[src/rtl/io_buttons_pkg.sv]
// io_buttons_pkg: shared button-block constants used by io_buttons and data_mem
package io_buttons_pkg;

    localparam int DEBOUNCE_CYCLES_DEFAULT = 65536;
    localparam logic [7:0] BTN_LEVEL_OFS = 8'h20;
    localparam logic [7:0] BTN_EVT_CLR_OFS = 8'h24;

    function automatic int cnt_width(input int cycles);
        return (cycles < 2) ? 1 : $clog2(cycles);
    endfunction

endpackage

[src/rtl/debounce_bit.sv]
// debounce_bit: one pad synchronized, polarity-normalized and debounced, with a press pulse
module debounce_bit
    import io_buttons_pkg::*;
#(
    parameter int DEBOUNCE_CYCLES = DEBOUNCE_CYCLES_DEFAULT,
    parameter bit ACTIVE_LOW = 1'b1
) (
    input  logic clk,
    input  logic rst,
    input  logic pad,
    output logic level,
    output logic rise
);

    localparam int CW = cnt_width(DEBOUNCE_CYCLES);
    localparam logic [CW-1:0] LAST = CW'(DEBOUNCE_CYCLES - 1);

    logic [1:0] sync;
    logic [CW-1:0] cnt;
    logic differ, done;

    assign differ = sync[1] != level;
    assign done = differ && cnt == LAST;
    assign rise = done && sync[1];

    // Polarity is folded in ahead of the sync flops so that their reset value means "released".
    always_ff @(posedge clk) begin
        if (rst) begin
            sync <= '0;
            cnt <= '0;
            level <= 1'b0;
        end else begin
            sync <= {sync[0], pad ^ ACTIVE_LOW};
            cnt <= (differ && !done) ? cnt + 1'b1 : '0;
            if (done) level <= sync[1];
        end
    end

endmodule

[src/rtl/io_buttons.sv]
// io_buttons: debounced button levels, sticky press events and a registered wake request
module io_buttons
    import io_buttons_pkg::*;
#(
    parameter int WIDTH = 8,
    parameter int DEBOUNCE_CYCLES = DEBOUNCE_CYCLES_DEFAULT,
    parameter bit ACTIVE_LOW = 1'b1
) (
    input  logic             clk,
    input  logic             rst,
    input  logic [WIDTH-1:0] btn_pad,
    input  logic             wfi,
    input  logic             clr_en,
    input  logic [WIDTH-1:0] clr_mask,
    output logic [WIDTH-1:0] btn_bus,
    output logic [WIDTH-1:0] evt_flags,
    output logic             wake
);

    logic [WIDTH-1:0] rise;

    for (genvar i = 0; i < WIDTH; i++) begin : g_bit
        debounce_bit #(
            .DEBOUNCE_CYCLES(DEBOUNCE_CYCLES),
            .ACTIVE_LOW(ACTIVE_LOW)
        ) u_bit (
            .clk(clk),
            .rst(rst),
            .pad(btn_pad[i]),
            .level(btn_bus[i]),
            .rise(rise[i])
        );
    end

    // Presses set flags, masked stores clear them, a simultaneous press wins; wake follows a cycle later.
    always_ff @(posedge clk) begin
        if (rst) begin
            evt_flags <= '0;
            wake <= 1'b0;
        end else begin
            evt_flags <= (evt_flags & ~(clr_en ? clr_mask : '0)) | rise;
            wake <= wfi & |evt_flags;
        end
    end

endmodule

[config.mk]
export PLATFORM = sky130hd
export DESIGN_NAME = io_buttons
export DESIGN_NICKNAME = d
export VERILOG_FILES = /design/src/rtl/io_buttons_pkg.sv /design/src/rtl/debounce_bit.sv /design/src/rtl/io_buttons.sv
export SDC_FILE = /design/constraint.sdc
export NUM_CORES = 1
export LEC_CHECK = 0
export ABC_AREA = 0
export BUFFER_PORTS_ARGS = -buffer_cell sky130_fd_sc_hd__buf_2
export CAP_MARGIN = 20
export CORE_MARGIN = 8
export CORE_UTILIZATION = 50
export CTS_CLUSTER_DIAMETER = 120
export CTS_CLUSTER_SIZE = 25
export DETAILED_ROUTE_END_ITERATION = 8
export HOLD_SLACK_MARGIN = 0.1
export PLACE_DENSITY = 0.67
export RECOVER_POWER = 50
export SETUP_SLACK_MARGIN = 0.5
export SLEW_MARGIN = 5
export SYNTH_ARGS = -nofsm -noshare
export SYNTH_HDL_FRONTEND = slang
export SYNTH_SLANG_ARGS = --single-unit
[constraint.sdc]
create_clock -name clk -period 5 [get_ports clk]
set_clock_uncertainty 0.1 [all_clocks]
set_input_delay 1 -clock clk [delete_from_list [all_inputs] [get_ports clk]]
set_output_delay 1 -clock clk [all_outputs]
set_load 0.03 [all_outputs]
---- Yosys cells after proc, flatten, opt, wreduce, memory -nomap -nowiden ----
Cells that the tools add are included.
storage, ports and cells
  flip-flop bits (word level) ............. 161
  latch bits .............................. 0
  memory bits (writable) .................. 0
  bits in read-only memories .............. 0
  input port bits ......................... 20
  output and inout port bits .............. 17
  logic and storage cells ................. 112
  memories ................................ 0
cells by class
  add/sub/neg operators ................... 8
  $mul .................................... 0
  div/mod/pow operators ................... 0
  $lt $le $gt $ge ......................... 0
  eq/ne operators ......................... 16
  shift operators ......................... 0
  mux-type cells .......................... 1
  bitwise logic cells ..................... 20
  reduce and logical (&&, ||, !) cells .... 41
operator list
  kind                                           number
  adder 16 x 1 -> 16 bit, second input constant  8
  equality test 16 bit, second input constant    8
  logical AND 1 bit                              24
  NOT 1 bit                                      16
  OR reduction 2 bit                             8
  AND 8 bit                                      1
  logical NOT 1 bit                              8
  two-way mux 8 bit                              1
  != test 1 bit                                  8
  NOT 8 bit                                      1
  OR 8 bit                                       1
  OR reduction 8 bit                             1
  AND 1 bit                                      1

---- Longest topological paths before layout ----
  depth after elaboration ................. 6
  mapped depth ............................ 7
  mapped depth without buffers ............ 5

---- By module ----
Synthesis repeated with hierarchy kept, for this count alone.
unflattened totals
  cells, all modules ...................... 757
  area, all modules ....................... 6820.3 sq um
by module, submodules not included
  module        instances  cells an instance  area an instance (sq um)
  debounce_bit  8          91                 809.5
  io_buttons    1          29                 344.1

---- Worst setup path before layout ----
OpenSTA, ideal clock, no wires.
  path type ............................... input-to-reg
  from .................................... input port rst
  to ...................................... register g_bit[6].u_bit.cnt[10]
  library setup time ...................... 64 ps
  data arrival time ....................... 1757 ps
  data required time ...................... 4836 ps
  path slack .............................. 3079 ps
  stages .................................. 4
  cell sequence ........................... clkbuf_1 -> a311o_1 -> buf_2 -> nor2_1
on the way
  word-level cells in the longest chain between the ends .. 1
ends and longest elaborated chain
  element                       RTL line            source
  from (decl)                   io_buttons.sv:10    input logic rst,
  OR reduction 2 bit (no line)  n/a
  to (signal assigned)          debounce_bit.sv:34  cnt <= (differ && !done) ? cnt + 1'b1 : '0;
  to (decl)                     debounce_bit.sv:19  logic [CW-1:0] cnt;
Every way passes these cells.
A chain may end at the register's enable or synchronous reset.

---- Worst setup path in the final report ----
  from .................................... input port rst
  to ...................................... register g_bit[3].u_bit.cnt[12]
on the way
  word-level cells in the longest chain between the ends .. 1
ends and longest elaborated chain
  element                       RTL line
  OR reduction 2 bit (no line)  n/a
  to (signal assigned)          debounce_bit.sv:34
  to (decl)                     debounce_bit.sv:19
Every way passes these cells.

==> impl_results.md <==
* Status: complete, but fails checks
* Failing checks: max-capacitance violations, max-slew violations
* Final hold violation count at 0
* Design Power at about 2.6 mW
* Min Hold Slack at ~0.34 ns
* Core Area at between 10000 and 15000 µm²
* Worst vdd ir at 0.268 mV
* Slowest stage cell, crit path: clkbuf_1
* Vias in the first global route at 4979
* Initial cell density of the core at 50.4%
* Largest area contributor in the netlist: dfxtp_1
* Crit. End Element: flop
* CTS root buffer: clkbuf_16
* Cts hold-fix bufs at 0
* Ys async rst share at 0%
* Max_cap viols at 1
* First-pass GRT wire length at between 20000 and 25000 µm
* Power Density at ~340 nW/µm²
* CTS resizes at 0
* Slew @ Worst Pin at around 1.7 ns
* Yosys warnings at 0
* Post-synth EDFFs at 0
* Final setup viols at 0
* Synth Instances at between 700 and 800
* Slew HR at -12.1%
* Post-CTS setup buffer count at 0
* Drt pass-1 iters at 5
* Post-synth top area share at approximately 47%
* Worst path max stage delay at ~1.2 ns
* I/O pin cnt at 37
* Hold Path Class: reg2reg
* Diode count at 0
* RSZ-0062 raised after global routing: no
* Area delta synth->final at 11.2%
* Rows at 43
* Ys flop type: dfxtp_1
* Die ar. at 17900 µm²
* Commonest cells in the netlist: nor2_1 (166), dfxtp_1 (161), xnor2_1 (80)
* Synth top area cells: dfxtp_1 (47%), xnor2_1 (10%), nor2_1 (9.0%), xor2_1 (4.4%), nand4_1 (3.3%)
* Chip width at 134 µm
* F_max at between 300 and 400 MHz
* Final Worst Setup Slack at 2.01 ns
* Chip height at 134 µm
* Share of cells above drive strength 1 at under 10%
* WS Path Type: in2reg
* Routed WL per cell at 13.7 µm
* Slew Limit Fails at between 40 and 50
* Total grt overflow at 0
* Pre-CTS setup slack at 2.39 ns
* CTS tree: built
* Seq/Total Area, Yosys at between 40% and 50%
* Largest net degree at the start of global routing at 45
* H-tree levels at 4
* Initial antenna violation count at 0
* Worst-skew pair later-pin latency at approximately 0.42 ns
* Final GP Congestion at around 0.78
* Worst path buffer plus inverter count at 1
* Routed wire length at around 13000 µm
* Netlist cell types at 40
* Hpwl dp at 9450 µm
* Clk sinks at around 160
* Crit path DAT at between 3 and 4 ns
* Syn_nets at ~800
* Vias/cell at 5.23
* Number of port buffers at 36
* Min Tclk post-route at between 2 and 3 ns
* Share of the clock period used by the worst path at about three fifths
* Startpoint Class: primary input
* CP required at approximately 5.2 ns
* Post-Syn Area per Cell at around 9.1 µm²
* Post-Route Setup TNS at 0 ns
* Most common cell in the netlist: nor2_1
* Clock Path Buffers at 2
* Synth Cell Area at 6920 µm²
* Post-DRT Antenna Nets at 0
* TritonCTS Buffers at 17
* FF+latch count, synth at 161
* Vias at approximately 5000
* Nets at 815
* DRT iter0 DRCs at between 300 and 400
* Static Leakage at 2.45 nW
* Worst Path Max Fanout at 44
* DRC Markers at 0
* Clk slew on worst S/H paths at 0.06 ns
* Critical path's top delay family: buffers and inverters
* Cell chain of the critical path: clkbuf_1, nand2b_1, or2_0, nor2_1
* GRT Util Overall at 15.6%
==> per-layer routing <==
metal,track usage (%),wire (µm),up-vias
met3,4.86,487,16
met1,19.2,6250,2434
li1,-,-,2613
met5,0,0,-
met4,4.74,192,0
met2,25.6,6510,61
==> flip-flops by register name, summed over array words and instances (netlist names) <==
register / count
wake: 1
evt_flags: 8
g_bit.u_bit.level: 8
g_bit.u_bit.sync: 16
g_bit.u_bit.cnt: 128
==> cell type report <==
class | count | area (µm²)
Multi-Input combinational cell | 542 | 3380
Timing Repair Buffer | 36 | 158
Inverter | 29 | 109
Clock inverter | 10 | 134
Tap cell | 180 | 225
Fill cell | 1218 | 6020
Clock buffer | 21 | 470
Sequential cell | 161 | 3220
==> per-stage QoR <==
step	instance area [µm²]	std cells	util, %
floorplan	6920	762	-
global placement	7110	948	51.8
detailed placement	7110	948	51.8
CTS	7720	979	56.3
global route	7690	979	56.1
finish	7690	979	56.1
==> placed cells by master (no fill, tap or decap), types with 6 or more instances in the layout <==
| cell | netlist | layout |
|---|---|---|
| buf_2 | 2 | 18 |
| xor2_1 | 35 | 35 |
| nand4_1 | 36 | 36 |
| nor3_1 | 27 | 27 |
| ha_1 | 8 | 8 |
| inv_1 | 29 | 29 |
| xnor2_1 | 80 | 80 |
| nand2_1 | 43 | 43 |
| nor2_1 | 166 | 166 |
| nor4_1 | 26 | 26 |
| clkbuf_1 | 7 | 19 |
| and4_1 | 8 | 8 |
| a32oi_1 | 7 | 7 |
| nand3_1 | 37 | 37 |
| nor2b_1 | 8 | 8 |
| clkbuf_16 | 0 | 17 |
| mux2i_1 | 8 | 8 |
| dfxtp_1 | 161 | 161 |
| nand2b_1 | 8 | 8 |
| or3_1 | 6 | 6 |
==> where the power goes <==
group	internal [mW]	switching [mW]	total [mW]
clock	0.819	0.495	1.31
sequential	1.29	0.00525	1.30
combinational	0.0131	0.0230	0.0361
==> final timing paths <==
path | from | end | slack (ns) | depth (start not counted)
worst min-delay path | g_bit[7].u_bit.sync[0] | g_bit[7].u_bit.sync[1] | 0.34 | 1
worst max register to register | g_bit[3].u_bit.cnt[0] | g_bit[3].u_bit.cnt[12] | 2.72 | 5
worst max-delay path | rst | g_bit[3].u_bit.cnt[12] | 2.01 | 4
worst min register to register | g_bit[7].u_bit.sync[0] | g_bit[7].u_bit.sync[1] | 0.34 | 1
==> cells by family after synthesis <==
group                      Yosys count  synth area share, %
AOI/OAI and AO/OA                   20                 2.28
adders and majority gates            8                 1.45
buffers and inverters               59                 4.65
DFF                                161                 46.6
xor gates and xnor gates           115                 14.6
muxes                                8                 1.16
and+or+nand+nor                    391                 29.3
(Power assumes the default switching activity.)
